==> src/rtl/fb_pkg.sv <==
// fb_pkg: shared definitions for the framebuffer write path.
//   FB_WORD_BYTES / FB_BEATS / FB_ADDR_W : word geometry and BRAM byte-address width
//   fb_wr_entry_t : one queued store {addr, data, mask} (71 bits)
//   fb_state_t    : serialiser states (IDLE, then one state per 2-byte beat)
//   fb_beat_state : maps a beat index (0..2) to its serialiser state
package fb_pkg;

  localparam int FB_WORD_BYTES = 6;
  localparam int FB_BEATS      = 3;
  localparam int FB_ADDR_W     = 17;

  typedef struct packed {
    logic [FB_ADDR_W-1:0]       addr;
    logic [8*FB_WORD_BYTES-1:0] data;
    logic [FB_WORD_BYTES-1:0]   mask;
  } fb_wr_entry_t;

  typedef enum logic [1:0] {
    IDLE = 2'd0,
    B0   = 2'd1,
    B1   = 2'd2,
    B2   = 2'd3
  } fb_state_t;

  function automatic fb_state_t fb_beat_state(input logic [1:0] beat);
    fb_state_t s;
    case (beat)
      2'd0:    s = B0;
      2'd1:    s = B1;
      default: s = (FB_BEATS == 3) ? B2 : IDLE;
    endcase
    return s;
  endfunction

endpackage

==> src/rtl/fb_wr_fifo.sv <==
// fb_wr_fifo: synchronous FIFO of fb_wr_entry_t records.
//   clk_75mhz_internal, rst : clock and synchronous active-high reset
//   push, push_entry        : enqueue (ignored while full)
//   pop                     : dequeue (ignored while empty)
//   head                    : entry at the read pointer, valid while !empty
//   full, empty, count      : occupancy, all derived from registered state
// The head is read combinationally so the serialiser can launch beat 0 of a
// word on the same edge it pops it; the array is only DEPTH entries deep.
module fb_wr_fifo
  import fb_pkg::*;
#(
  parameter int DEPTH = 4
) (
  input  logic                     clk_75mhz_internal,
  input  logic                     rst,
  input  logic                     push,
  input  fb_wr_entry_t             push_entry,
  input  logic                     pop,
  output fb_wr_entry_t             head,
  output logic                     full,
  output logic                     empty,
  output logic [$clog2(DEPTH):0]   count
);

  localparam int PTR_W = $clog2(DEPTH);

  fb_wr_entry_t     mem_reg [DEPTH];
  logic [PTR_W-1:0] wr_ptr_reg;
  logic [PTR_W-1:0] rd_ptr_reg;
  logic [PTR_W:0]   count_reg;
  logic             do_push;
  logic             do_pop;

  assign full    = (count_reg == (PTR_W+1)'(DEPTH));
  assign empty   = (count_reg == '0);
  assign count   = count_reg;
  assign head    = mem_reg[rd_ptr_reg];
  assign do_push = push & ~full;
  assign do_pop  = pop & ~empty;

  // Storage carries no reset: entries are only observed behind count_reg.
  always_ff @(posedge clk_75mhz_internal) begin
    if (do_push) begin
      mem_reg[wr_ptr_reg] <= push_entry;
    end
  end

  // DEPTH is a power of two, so the pointers wrap naturally.
  always_ff @(posedge clk_75mhz_internal) begin
    if (rst) begin
      wr_ptr_reg <= '0;
      rd_ptr_reg <= '0;
      count_reg  <= '0;
    end else begin
      if (do_push) wr_ptr_reg <= wr_ptr_reg + 1'b1;
      if (do_pop)  rd_ptr_reg <= rd_ptr_reg + 1'b1;
      case ({do_push, do_pop})
        2'b10:   count_reg <= count_reg + 1'b1;
        2'b01:   count_reg <= count_reg - 1'b1;
        default: count_reg <= count_reg;
      endcase
    end
  end

endmodule

==> src/rtl/fb_write_packer.sv <==
// fb_write_packer: buffers 48-bit framebuffer stores and serialises each into
// three 2-byte dual-port BRAM write beats (bytes 2k/2k+1 at A+2k/A+2k+1).
//   clk_75mhz_internal, rst : BRAM-domain clock, synchronous active-high reset
//   wr_valid/wr_ready       : store handshake; wr_addr even, wr_data, wr_mask
//   hold                    : arbiter stall, sampled at each edge
//   addra/dina/wea          : port A (even byte), registered
//   addrb/dinb/web          : port B (addra+1), registered
//   busy                    : FIFO non-empty or a word in flight
//   err_unaligned           : sticky flag for a dropped odd-address store
module fb_write_packer
  import fb_pkg::*;
#(
  parameter int DEPTH  = 4,
  parameter int ADDR_W = 17
) (
  input  logic                       clk_75mhz_internal,
  input  logic                       rst,
  input  logic                       wr_valid,
  output logic                       wr_ready,
  input  logic [ADDR_W-1:0]          wr_addr,
  input  logic [8*FB_WORD_BYTES-1:0] wr_data,
  input  logic [FB_WORD_BYTES-1:0]   wr_mask,
  input  logic                       hold,
  output logic [ADDR_W-1:0]          addra,
  output logic [7:0]                 dina,
  output logic                       wea,
  output logic [ADDR_W-1:0]          addrb,
  output logic [7:0]                 dinb,
  output logic                       web,
  output logic                       busy,
  output logic                       err_unaligned
);

  fb_wr_entry_t            push_entry;
  fb_wr_entry_t            head;
  logic                    fifo_push;
  logic                    fifo_pop;
  logic                    fifo_full;
  logic                    fifo_empty;
  logic [$clog2(DEPTH):0]  fifo_count;

  // Odd-address stores complete the handshake but are never queued.
  assign wr_ready   = ~fifo_full;
  assign fifo_push  = wr_valid & wr_ready & ~wr_addr[0];
  assign push_entry = '{addr: FB_ADDR_W'(wr_addr), data: wr_data, mask: wr_mask};

  fb_wr_fifo #(
    .DEPTH (DEPTH)
  ) u_fifo (
    .clk_75mhz_internal (clk_75mhz_internal),
    .rst                (rst),
    .push               (fifo_push),
    .push_entry         (push_entry),
    .pop                (fifo_pop),
    .head               (head),
    .full               (fifo_full),
    .empty              (fifo_empty),
    .count              (fifo_count)
  );

  fb_state_t         state_reg;
  logic              pend_reg;     // beat shown by state_reg was stalled, not yet written
  fb_wr_entry_t      cur_reg;      // word currently being serialised
  logic [ADDR_W-1:0] addra_reg;
  logic [ADDR_W-1:0] addrb_reg;
  logic [7:0]        dina_reg;
  logic [7:0]        dinb_reg;
  logic              wea_reg;
  logic              web_reg;
  logic              err_reg;

  // Select the next beat to launch: a stalled beat is retried, otherwise the
  // following beat, and after beat 2 (or from IDLE) beat 0 of the FIFO head.
  logic         have_beat;
  logic         from_head;
  logic [1:0]   nb;
  fb_wr_entry_t src;

  always_comb begin
    have_beat = 1'b0;
    from_head = 1'b0;
    nb        = 2'd0;
    case (state_reg)
      IDLE: begin
        have_beat = ~fifo_empty;
        from_head = 1'b1;
      end
      B0: begin
        have_beat = 1'b1;
        nb        = pend_reg ? 2'd0 : 2'd1;
      end
      B1: begin
        have_beat = 1'b1;
        nb        = pend_reg ? 2'd1 : 2'd2;
      end
      default: begin
        if (pend_reg) begin
          have_beat = 1'b1;
          nb        = 2'd2;
        end else begin
          have_beat = ~fifo_empty;
          from_head = 1'b1;
        end
      end
    endcase
  end

  assign src      = from_head ? head : cur_reg;
  assign fifo_pop = have_beat & from_head & ~hold;

  logic [5:0]        lo_bit;
  logic [ADDR_W-1:0] beat_addr;
  logic [7:0]        beat_byte_a;
  logic [7:0]        beat_byte_b;
  logic              beat_we_a;
  logic              beat_we_b;

  assign lo_bit      = {nb, 4'b0000};
  assign beat_addr   = ADDR_W'(src.addr) + ADDR_W'({nb, 1'b0});
  assign beat_byte_a = src.data[lo_bit +: 8];
  assign beat_byte_b = src.data[lo_bit + 6'd8 +: 8];
  assign beat_we_a   = src.mask[{nb, 1'b0}];
  assign beat_we_b   = src.mask[{nb, 1'b1}];

  always_ff @(posedge clk_75mhz_internal) begin
    if (rst) begin
      state_reg <= IDLE;
      pend_reg  <= 1'b0;
      cur_reg   <= '0;
      addra_reg <= '0;
      addrb_reg <= '0;
      dina_reg  <= '0;
      dinb_reg  <= '0;
      wea_reg   <= 1'b0;
      web_reg   <= 1'b0;
    end else begin
      wea_reg <= 1'b0;
      web_reg <= 1'b0;
      if (!have_beat) begin
        state_reg <= IDLE;
        pend_reg  <= 1'b0;
      end else if (hold) begin
        if (from_head) begin
          // Nothing popped while stalled; the head stays queued.
          state_reg <= IDLE;
          pend_reg  <= 1'b0;
        end else begin
          // Park on the pending beat with enables low; it is retried later.
          state_reg <= fb_beat_state(nb);
          pend_reg  <= 1'b1;
          addra_reg <= beat_addr;
          addrb_reg <= beat_addr + ADDR_W'(1);
          dina_reg  <= beat_byte_a;
          dinb_reg  <= beat_byte_b;
        end
      end else begin
        state_reg <= fb_beat_state(nb);
        pend_reg  <= 1'b0;
        addra_reg <= beat_addr;
        addrb_reg <= beat_addr + ADDR_W'(1);
        dina_reg  <= beat_byte_a;
        dinb_reg  <= beat_byte_b;
        wea_reg   <= beat_we_a;
        web_reg   <= beat_we_b;
        if (from_head) begin
          cur_reg <= head;
        end
      end
    end
  end

  always_ff @(posedge clk_75mhz_internal) begin
    if (rst) begin
      err_reg <= 1'b0;
    end else if (wr_valid && wr_ready && wr_addr[0]) begin
      err_reg <= 1'b1;
    end
  end

  assign addra         = addra_reg;
  assign addrb         = addrb_reg;
  assign dina          = dina_reg;
  assign dinb          = dinb_reg;
  assign wea           = wea_reg;
  assign web           = web_reg;
  assign busy          = (fifo_count != '0) | (state_reg != IDLE);
  assign err_unaligned = err_reg;

endmodule

==> config.mk <==
export PLATFORM = sky130hd
export DESIGN_NAME = fb_write_packer
export DESIGN_NICKNAME = d
export VERILOG_FILES = /design/src/rtl/fb_pkg.sv /design/src/rtl/fb_wr_fifo.sv /design/src/rtl/fb_write_packer.sv
export SDC_FILE = /design/constraint.sdc
export NUM_CORES = 1
export LEC_CHECK = 0
export ABC_AREA = 0
export BUFFER_PORTS_ARGS = -buffer_cell sky130_fd_sc_hd__buf_2
export CAP_MARGIN = 15
export CORE_MARGIN = 4
export CORE_UTILIZATION = 64
export DETAILED_ROUTE_END_ITERATION = 10
export GPL_ROUTABILITY_DRIVEN = 0
export PLACE_DENSITY = 0.83
export SYNTH_ARGS = -nofsm -noshare
export SYNTH_HDL_FRONTEND = slang
export SYNTH_SLANG_ARGS = --single-unit
==> constraint.sdc <==
create_clock -name clk_75mhz_internal -period 11.5 [get_ports clk_75mhz_internal]
set_clock_uncertainty 0.15 [all_clocks]
set_input_delay 2.3 -clock clk_75mhz_internal [delete_from_list [all_inputs] [get_ports clk_75mhz_internal]]
set_output_delay 2.3 -clock clk_75mhz_internal [all_outputs]
set_load 0.005 [all_outputs]
==> flow_summary.yaml <==
routing:
  remaining_drc_errors: 0
  antenna_left: 0
  detail_route.wl_per_cell_um: 21.0
  wirelength_um: 36200
  via_count: 10500
  drt_iter0_drc: 1071
  vias_per_cell: 6.10
  firstDrtPassIters: 5
synthesis:
  ys_seq_area_frac: 0.652
  async_flop_share: 0
  avgSynthCellArea_um2: 13.8
  synth_top_cells_by_area: "edfxtp_1, dfxtp_1, mux4_2"
  synth.most_common_cell: "edfxtp_1"
  synth_top_cells_by_count: "edfxtp_1, nand2_1, dfxtp_1"
  synth.top_cell.area_share: 0.494
  synth_area_um2: 17300
  synthCells: 1248
  synth_flop_cell: "edfxtp_1"
  syn_nets: 1337
  ys_ff_latch: 420
  yosysUniqueCellTypes: 70
  synth_warnings: 0
  synth_edf_count: 284
  yosys.area.top_type: "edfxtp_1"
setup_path:
  critPathCaptureType: "flop"
  critPathMaxStageDelay_ns: 0.80
  worstSetupStartpointType: "flop"
  arrival_ns: 5.24
  cp_max_fo: 65
  critPathRequiredTime_ns: 11.80
  slowest_stage: "nand2_4"
  worstSetupPathType: "reg2reg"
  rrSetupSlack_ns: 6.56
  cp_cell_sequence: "ha_1 > nand2b_2 > nand2_4 > nand2_1 > nand2_1 > ha_1 > fa_1 > and4_1 > nor2_1 > a211oi_1 > xnor2_1 > nand4b_2 > nor4_2 > xor2_1 > a211oi_1"
cells_and_area:
  final_area_um2: 19400
  syn2layout_area_growth_pct: 12.4
  post-route-util: 0.739
  largest_register_ffs: 284
  nets: 1446
  fillCellCount: 1635
  drive_above_1_share: 0.217
timing:
  final.min_clock_period_ns: 4.94
  rsz0062_at_grt: "no"
  setup_viol: 0
  setup_tns_ns: 0
  slew_headroom: 0.249
  slew_viol_final: 0
  clock.fmax_ghz: 0.202
  period_share: 0.430
  holdWs_ns: 0.303
  worst_slack_ns: 6.56
  tightest_slew_ns: 1.13
  finalHoldViolCount: 0
clock_tree:
  hold_buffers: 0
  clkTransAtPathRegs_ns: 0.07
  cts_buffers: 41
  post-cts-setup-buffer-count: 0
  clock_latency_ns: 0.54
  cts_root_buf: "clkbuf_16"
  cts_tree: "done"
  clock_path_buffers: 3
  clock_sinks: 420
  ctsResizeCount: 0
  cts.htree.levels: 2
pwr:
  p_int_w: 0.00258
  p_clk_frac: 0.366
  leakage_nw: 6.87
  power_frac_seq: 0.511
  netSwitchingPower_w: 0.000841
  pwr-share-comb: 0.123
  pwr_density_cell_nw_per_um2: 176
  p_sw_frac: 0.246
  vdd_drop_max_uv: 158
global_routing:
  grt_max_degree: 83
  grt-busiest-layer: "met2"
  grt.met2_usage: 0.410
  grt_pass1_wl_um: 57000
  grt_usage: 0.248
  globalRouteMet3Util: 0.0402
  met1_usage: 0.342
  grt_pass1_vias: 10500
  grt_overflow: 0
  antenna_found_initial: 4
job:
  cap_violations: 0
floorplanning:
  core_um2: 26300
  start_util: 0.657
  die_area_um2: 29700
  fp.dieW_um: 172
  fp.dieH_um: 172
  io_pins: 130
  row_count: 59
worst_hold_path:
  worstHoldPathType: "reg2reg"
placed_design:
  place_area_um2: 18200
  hpwl_um: 22600
  placement.io_buffers: 129
  pre_cts_slack_ns: 6.68
status:
  status: "complete, no violations"
-- power by group through the flow --
stage / logic (W) / registers, W / clock network [W]
final: 0.000421 / 0.00175 / 0.00125
after global routing: 0.000468 / 0.00176 / 0.00134
after CTS: 0.000422 / 0.00175 / 0.00126
after detailed placement: 0.000418 / 0.00178 / 0
after global placement: 0.000405 / 0.00177 / 0
after floorplan: 0.000292 / 0.00176 / 0
-- logic make-up (layout without fill, tap and decap cells) --
group,count (synthesis),in the layout,share of synthesized area
AOI/OAI and AO/OA,177,177,0.0740
DFF,420,420,0.652
buffers and inverters,88,229,0.0211
muxes,124,124,0.125
other,0,1,0
adders and majority gates,14,14,0.0110
xor gates and xnor gates,31,31,0.0166
and+or+nand+nor,394,394,0.101
-- per-stage QoR --
stage,power [W],instances
floorplan,0.00206,1248
global placement,0.00218,1649
detailed placement,0.00220,1649
CTS,0.00343,1724
global route,0.00356,1725
finish,0.00342,1725
-- per-layer routing --
metal | routed length (um) | up-vias
met3 | 2300 | 89
met1 | 14700 | 5141
li1 | - | 4908
met5 | 42 | -
met4 | 1200 | 6
met2 | 18000 | 383
-- final cells by class --
type	count	area, um^2	area share
sequential	420	11300	0.580
multi-input combinational	740	5690	0.293
clock buffer	55	1100	0.0566
timing repair buffer	143	753	0.0388
tap	335	419	0.0216
clock inverter	20	153	0.00786
inverter	11	41.3	0.00213
antenna	1	2.50	0.000129
-- critical path: cells and delay by family (launching register included) --
kind	cells	cell delay, ns
AND/OR/NAND/NOR	8	2.50
XOR/XNOR	2	0.41
adder cells (fa/ha/maj)	3	0.83
flip-flops	1	0.38
AO/OA/AOI/OAI	2	0.48
-- path summary, 6_finish.rpt --
kind,start,to,cells past startpoint
setup reg to reg,state_reg[1],addrb[13],15
hold reg to reg,addra[2],addra[2],2
setup / recovery,state_reg[1],addrb[13],15
hold / removal,addra[2],addra[2],2
-- layout by cell type (no fill, tap or decap), types with 6 or more instances in the layout --
master | netlist | layout
mux4_2 | 66 | 66
ha_1 | 12 | 12
buf_4 | 1 | 15
clkinv_1 | 0 | 6
clkbuf_16 | 0 | 41
dfxtp_1 | 136 | 134
xnor2_1 | 19 | 19
or3_1 | 8 | 8
xor2_1 | 10 | 10
clkbuf_1 | 48 | 12
nor2_1 | 127 | 126
nor3_1 | 21 | 21
buf_2 | 11 | 128
a211oi_1 | 73 | 72
a311oi_1 | 7 | 7
a21oi_1 | 55 | 55
clkinv_2 | 0 | 9
nand3_1 | 15 | 15
mux2i_1 | 51 | 51
o21ai_0 | 12 | 12
edfxtp_1 | 284 | 284
nand2_1 | 179 | 177
inv_1 | 11 | 11
(Power assumes the default switching activity.)
